==> config.mk <==
export PLATFORM = sky130hd
export DESIGN_NAME = pipe_stage_reg
export DESIGN_NICKNAME = d
export VERILOG_FILES = /design/src/rtl/pipe_pkg.sv /design/src/rtl/pipe_entry.sv /design/src/rtl/pipe_stage_reg.sv
export SDC_FILE = /design/constraint.sdc
export NUM_CORES = 1
export LEC_CHECK = 0
export CORE_MARGIN = 2
export CORE_UTILIZATION = 45
export DETAILED_ROUTE_END_ITERATION = 16
export HOLD_SLACK_MARGIN = 0.12
export PLACE_DENSITY = 0.76
export SLEW_MARGIN = 10
export SYNTH_ARGS = -nofsm -noshare
export SYNTH_HDL_FRONTEND = slang
export SYNTH_SLANG_ARGS = --single-unit
==> constraint.sdc <==
create_clock -name clk -period 5.37 [get_ports clk]
set_input_delay 1.074 -clock clk [delete_from_list [all_inputs] [get_ports clk]]
set_output_delay 1.074 -clock clk [all_outputs]
set_load 0.02 [all_outputs]
==> src/rtl/pipe_pkg.sv <==
// Shared definitions for the inter-stage pipeline registers: default widths,
// control-word bit layout and per-stage payload widths, so every stage
// instance agrees on where each control field lives.
package pipe_pkg;

   // Default widths of a generic pipe_stage_reg instance
   localparam int unsigned DEF_DATA_W = 160;
   localparam int unsigned DEF_CTRL_W = 32;
   localparam int unsigned DEF_CNT_W  = 16;

   // Control-word bit positions (a bubble is the all-zero control word)
   localparam int unsigned CTRL_REG_WE    = 0;   // register-file write
   localparam int unsigned CTRL_MEM_WE    = 1;   // data-memory write
   localparam int unsigned CTRL_MEM_RD    = 2;   // data-memory read
   localparam int unsigned CTRL_JAL       = 3;   // link write of PC+4
   localparam int unsigned CTRL_SYSCALL   = 4;   // environment call
   localparam int unsigned CTRL_BRANCH_EQ = 5;   // conditional branch, equal
   localparam int unsigned CTRL_BRANCH_NE = 6;   // conditional branch, not equal
   localparam int unsigned CTRL_JUMP      = 7;   // unconditional direct jump
   localparam int unsigned CTRL_JUMP_REG  = 8;   // register-indirect jump
   localparam int unsigned CTRL_USED_BITS = 9;

   // Per-stage payload widths
   localparam int unsigned IF_ID_DATA_W  = 64;   // instruction + PC+4
   localparam int unsigned IF_ID_CTRL_W  = 32;
   localparam int unsigned ID_EX_DATA_W  = 160;  // PC+4, rs, rt, imm, instr
   localparam int unsigned ID_EX_CTRL_W  = 32;
   localparam int unsigned EX_MEM_DATA_W = 101;  // alu result, store data, PC+4, rd
   localparam int unsigned EX_MEM_CTRL_W = 32;
   localparam int unsigned MEM_WB_DATA_W = 101;  // load data, alu result, PC+4, rd
   localparam int unsigned MEM_WB_CTRL_W = 32;

   // Identifies which pipeline boundary an instance sits on
   typedef enum logic [1:0] {
      STAGE_IF_ID  = 2'd0,
      STAGE_ID_EX  = 2'd1,
      STAGE_EX_MEM = 2'd2,
      STAGE_MEM_WB = 2'd3
   } stage_e;

   // True when a control word would change architectural state
   function automatic logic ctrl_has_side_effect(input logic [DEF_CTRL_W-1:0] ctrl);
      return ctrl[CTRL_REG_WE] | ctrl[CTRL_MEM_WE] | ctrl[CTRL_JAL] |
             ctrl[CTRL_SYSCALL] | ctrl[CTRL_BRANCH_EQ] | ctrl[CTRL_BRANCH_NE] |
             ctrl[CTRL_JUMP] | ctrl[CTRL_JUMP_REG];
   endfunction

   // Even parity over a control word, for stages that carry a check bit
   function automatic logic ctrl_parity(input logic [DEF_CTRL_W-1:0] ctrl);
      return ^ctrl;
   endfunction

endpackage

==> src/rtl/pipe_entry.sv <==
// One pipeline slot: valid, control and data registers.
// clear drops the slot to a bubble (valid and control zero, data untouched);
// load captures a new entry; otherwise the slot holds.
module pipe_entry
   import pipe_pkg::*;
#(
   parameter int unsigned DATA_W = DEF_DATA_W,
   parameter int unsigned CTRL_W = DEF_CTRL_W
) (
   input  logic              clk,
   input  logic              rst,
   input  logic              load,
   input  logic              clear,
   input  logic [CTRL_W-1:0] ld_ctrl,
   input  logic [DATA_W-1:0] ld_data,
   output logic              valid,
   output logic [CTRL_W-1:0] ctrl,
   output logic [DATA_W-1:0] data
);

   logic              valid_r;
   logic [CTRL_W-1:0] ctrl_r;
   logic [DATA_W-1:0] data_r;

   // Valid and control: reset, bubble on clear, capture on load
   always_ff @(posedge clk) begin
      if (!rst) begin
         valid_r <= 1'b0;
         ctrl_r  <= {CTRL_W{1'b0}};
      end else if (clear) begin
         valid_r <= 1'b0;
         ctrl_r  <= {CTRL_W{1'b0}};
      end else if (load) begin
         valid_r <= 1'b1;
         ctrl_r  <= ld_ctrl;
      end else begin
         valid_r <= valid_r;
         ctrl_r  <= ctrl_r;
      end
   end

   // Data: only reset and load change it, a bubble keeps the stale payload
   always_ff @(posedge clk) begin
      if (!rst) begin
         data_r <= {DATA_W{1'b0}};
      end else if (clear) begin
         data_r <= data_r;
      end else if (load) begin
         data_r <= ld_data;
      end else begin
         data_r <= data_r;
      end
   end

   assign valid = valid_r;
   assign ctrl  = ctrl_r;
   assign data  = data_r;

endmodule

==> src/rtl/pipe_stage_reg.sv <==
// Reusable inter-stage pipeline register with valid/ready handshake,
// optional skid entry for full throughput under back-pressure, synchronous
// flush that inserts a bubble, and a saturating stall-cycle counter.
module pipe_stage_reg
   import pipe_pkg::*;
#(
   parameter int unsigned DATA_W = DEF_DATA_W,
   parameter int unsigned CTRL_W = DEF_CTRL_W,
   parameter int unsigned SKID   = 1,
   parameter int unsigned CNT_W  = DEF_CNT_W
) (
   input  logic              clk,
   input  logic              rst,
   input  logic              flush,
   input  logic              in_valid,
   output logic              in_ready,
   input  logic [DATA_W-1:0] in_data,
   input  logic [CTRL_W-1:0] in_ctrl,
   output logic              out_valid,
   input  logic              out_ready,
   output logic [DATA_W-1:0] out_data,
   output logic [CTRL_W-1:0] out_ctrl,
   output logic [CNT_W-1:0]  stall_cnt
);

   localparam logic [CNT_W-1:0] CNT_MAX = {CNT_W{1'b1}};
   localparam logic [CNT_W-1:0] CNT_ONE = {{(CNT_W-1){1'b0}}, 1'b1};

   // Main entry (drives the outputs)
   logic              main_valid_s;
   logic [CTRL_W-1:0] main_ctrl_s;
   logic [DATA_W-1:0] main_data_s;
   logic              main_load_s;
   logic              main_clear_s;
   logic [CTRL_W-1:0] main_ld_ctrl_s;
   logic [DATA_W-1:0] main_ld_data_s;

   // Skid entry (constant empty when SKID=0)
   logic              skid_valid_s;
   logic [CTRL_W-1:0] skid_ctrl_s;
   logic [DATA_W-1:0] skid_data_s;

   // Handshake
   logic              in_ready_s;
   logic              accept_s;
   logic              consume_s;

   logic [CNT_W-1:0]  stall_cnt_r;

   // Handshake qualifiers; a flushed cycle never accepts
   always_comb begin
      accept_s  = in_valid & in_ready_s & ~flush;
      consume_s = main_valid_s & out_ready;
   end

   // Main entry next-state selection in priority order
   always_comb begin
      main_load_s    = 1'b0;
      main_clear_s   = 1'b0;
      main_ld_ctrl_s = in_ctrl;
      main_ld_data_s = in_data;
      if (flush) begin
         main_clear_s = 1'b1;
      end else if (consume_s && skid_valid_s) begin
         // Refill from the skid so the older entry leaves first
         main_load_s    = 1'b1;
         main_ld_ctrl_s = skid_ctrl_s;
         main_ld_data_s = skid_data_s;
      end else if (accept_s && (!main_valid_s || consume_s)) begin
         main_load_s = 1'b1;
      end else if (consume_s) begin
         // Drained with nothing behind it: present a bubble
         main_clear_s = 1'b1;
      end else begin
         main_load_s  = 1'b0;
         main_clear_s = 1'b0;
      end
   end

   pipe_entry #(
      .DATA_W (DATA_W),
      .CTRL_W (CTRL_W)
   ) u_main (
      .clk     (clk),
      .rst     (rst),
      .load    (main_load_s),
      .clear   (main_clear_s),
      .ld_ctrl (main_ld_ctrl_s),
      .ld_data (main_ld_data_s),
      .valid   (main_valid_s),
      .ctrl    (main_ctrl_s),
      .data    (main_data_s)
   );

   generate
      if (SKID != 32'd0) begin : g_skid
         logic skid_load_s;
         logic skid_clear_s;

         // Skid captures an accepted entry only while main is stalled;
         // it empties on flush or when main drains it
         always_comb begin
            in_ready_s   = ~skid_valid_s;
            skid_load_s  = accept_s & main_valid_s & ~out_ready;
            skid_clear_s = flush | (consume_s & skid_valid_s);
         end

         pipe_entry #(
            .DATA_W (DATA_W),
            .CTRL_W (CTRL_W)
         ) u_skid (
            .clk     (clk),
            .rst     (rst),
            .load    (skid_load_s),
            .clear   (skid_clear_s),
            .ld_ctrl (in_ctrl),
            .ld_data (in_data),
            .valid   (skid_valid_s),
            .ctrl    (skid_ctrl_s),
            .data    (skid_data_s)
         );
      end else begin : g_no_skid
         // Single entry: ready when empty or draining this cycle
         always_comb begin
            in_ready_s   = ~main_valid_s | out_ready;
            skid_valid_s = 1'b0;
            skid_ctrl_s  = {CTRL_W{1'b0}};
            skid_data_s  = {DATA_W{1'b0}};
         end
      end
   endgenerate

   // Saturating count of cycles where a valid output waits on downstream
   always_ff @(posedge clk) begin
      if (!rst) begin
         stall_cnt_r <= {CNT_W{1'b0}};
      end else if (main_valid_s && !out_ready && (stall_cnt_r != CNT_MAX)) begin
         stall_cnt_r <= stall_cnt_r + CNT_ONE;
      end else begin
         stall_cnt_r <= stall_cnt_r;
      end
   end

   assign in_ready  = in_ready_s;
   assign out_valid = main_valid_s;
   assign out_ctrl  = main_ctrl_s;
   assign out_data  = main_data_s;
   assign stall_cnt = stall_cnt_r;

endmodule

==> results.ini <==
[sta]
slew_headroom=0.2585
post-route-period-util=0.5639
setup-tns-final_ns=0
setup_viol=0
hold-worst-slack_ns=0.4526
timing.final.crit_period_ns=3.028
finalHoldViolCount=0
finClkSkew_ns=0.01401
max_freq_mhz=330.2
grt_setup_unrepaired=no
finalMaxSlewViolations=0
worst_slew_pin_slew_ns=1.112

[clock_tree]
hold_buffers=0
cts_buffers=42
clock_latency_ns=0.54
htree_levels=2
clock_sinks=402
cts.path.max_buffers=3
path_clk_slew_ns=0.06
post_cts_buffers=0
cts_root_buffer=clkbuf_16
post_cts_resized=0
cts_tree=done

[synth]
synth_nets=1994
yosysTopAreaCellShare=0.5170
synth.most_common_cell=dfxtp_1
syn_inst=1796
synth_ff_type=dfxtp_1
ys_seq_area_frac=0.5170
netlist.top_cell.by_area=dfxtp_1
yosys-top-cells-count=402 x dfxtp_1, 394 x nand2_1, 390 x a21oi_1
synth_warnings=0
syn_avg_cell_area_sq_um=8.668
synthesis.area_sq_mm=0.01557
synthTopCellsByArea=dfxtp_1 52%, mux2i_1 13%, a21oi_1 13%, nand2_1 9.5%, o21ai_0 6.2%
synthArstFlopShare=0
synth-edff-count=0
ys_ff_latch=402
yosys.cell_types.count=40

[outcome]
status=finished, final reports clean

[floorplan]
num_rows=68
die-area_sq_mm=0.03610
die_w_um=190.0
boundaryPins=407
initial_core_util=0.4540
die_h_um=190.0
core_sq_mm=0.03429

[place]
dp_hpwl_um=28000
io_buffers=406
gp_congestion=0.7873

[setup_path]
r2r_start=u_main.valid$_SDFFE_PP0P_
path_max_fanout=220
path_class=input port to register
reg2reg_slack_ns=2.96
startpoint=out_ready
crit_path_start_kind=input port
cp_data_arrival_time_ns=3.48
r2r-end=g_skid.u_skid.data[10]$_SDFFE_PN0P_
end_kind=register
critPathRequiredTime_ns=5.82
endpoint=u_main.ctrl[24]$_SDFFE_PP0P_
r2r_cells=5

[min_path]
holdCritPathClass=register to register
hold_path_depth=2

[detailed_routing]
viasPerCell=5.402
firstDrtPassIters=5
routed_wl_um=45960
wl_per_cell_um=17.73
dr.first_iter.drc_count=861
ant_nets=0
drc=0
via_count=14003

[global_route]
grt_overflow_total=0
grt_pass1_wl_um=71750
grt_pass1_vias=13500
antenna_found_initial=3
grt_usage=0.2437
grt_max_degree=221

[power]
max-vdd-ir-drop_v=0.0002500
power_density_mw_per_mm2=323.9
p_leak_nw=8.691

[layout]
regArea_sq_mm=0.008048
post-route-util=0.6172
fill_cells=2901
final_nets=2301
multiInputGateArea_sq_mm=0.006864
drive_gt1_frac=0.03934
syn_to_final_growth_pct=35.95

[run]
drv_cap=0

-- sequential cells by signal, summed over array words and instances, names as in the netlist --
| name | flops |
|---|---|
| g_skid.u_skid.data | 160 |
| u_main.data | 160 |
| stall_cnt | 16 |
| u_main.ctrl | 32 |
| g_skid.u_skid.ctrl | 32 |
| u_main.valid | 1 |
| g_skid.u_skid.valid | 1 |
-- report_power, final --
group	internal, mW	switching (mW)
Sequential	3.08	0.0560
Clock	1.81	1.17
Combinational	0.358	0.386
Total	5.25	1.61
-- per-stage QoR --
stage / setup slack [ns] / cell area, sq um / instances / power (mW)
after CTS: 2.411 / 21160 / 2590 / 6.918
after global placement: 1.995 / 19730 / 2514 / 3.930
after detailed placement: 1.909 / 19730 / 2514 / 3.943
after floorplan: 3.122 / 15570 / 1796 / 3.518
final: 2.342 / 21160 / 2592 / 6.855
after global routing: 2.183 / 21160 / 2592 / 7.094
-- layer usage --
metal / global-route usage / vias to the layer above / wire length (um)
li1: - / 6805 / -
met1: 0.3032 / 6616 / 18870
met2: 0.3982 / 493 / 21190
met3: 0.07821 / 89 / 4502
met4: 0.08348 / 0 / 1401
met5: 0 / - / 0
-- worst min path at each step --
stage / startpoint / to / slack [ns]
2_1_floorplan: g_skid.u_skid.ctrl[0]$_SDFFE_PP0P_ / g_skid.u_skid.ctrl[0]$_SDFFE_PP0P_ / 0.44
3_3_place_gp: g_skid.u_skid.data[61]$_SDFFE_PN0P_ / g_skid.u_skid.data[61]$_SDFFE_PN0P_ / 0.44
3_5_place_dp: g_skid.u_skid.data[36]$_SDFFE_PN0P_ / g_skid.u_skid.data[36]$_SDFFE_PN0P_ / 0.45
4_1_cts: g_skid.u_skid.data[142]$_SDFFE_PN0P_ / g_skid.u_skid.data[142]$_SDFFE_PN0P_ / 0.45
5_1_grt: g_skid.u_skid.data[126]$_SDFFE_PN0P_ / g_skid.u_skid.data[126]$_SDFFE_PN0P_ / 0.47
6_report: g_skid.u_skid.ctrl[24]$_SDFFE_PP0P_ / g_skid.u_skid.ctrl[24]$_SDFFE_PP0P_ / 0.45
-- critical path, stage by stage --
cell	delay (ns)
clkdlybuf4s50_1	0.65
nor2b_2	0.14
a2111oi_4	0.44
buf_12	0.62
o21ai_0	0.21
a21oi_1	0.23
-- cells in the final DEF (no fill, tap or decap), drive strengths merged, types with 3 or more instances in the layout --
master and count:
clkinv 4, or4 3, a31oi 3, dfxtp 402, nand4 4, nor3 3
mux2i 198, buf 11, o21ai 193, inv 4, o31ai 4, nor2 5
nand2 394, and3 5, a21oi 390, nand2b 6, a311oi 3, clkdlybuf4s50 405
clkbuf 70, nand3 5
-- cell families after synthesis --
| group | after synthesis | share of synthesized area |
|---|---|---|
| compound gates | 602 | 0.1982 |
| fa+ha+maj | 1 | 0.0008036 |
| buf+inv | 157 | 0.04421 |
| flops | 402 | 0.5170 |
| mux | 198 | 0.1273 |
| simple gates | 436 | 0.1125 |
-- cell type report --
class	count	area share
antenna	2	0.0002365
clock inverter	6	0.003961
multi-input combinational	1237	0.3243
sequential	402	0.3803
timing repair buffer	416	0.1996
clock buffer	70	0.06379
tap	455	0.02690
inverter	4	0.0009459
(Power assumes the default switching activity.)
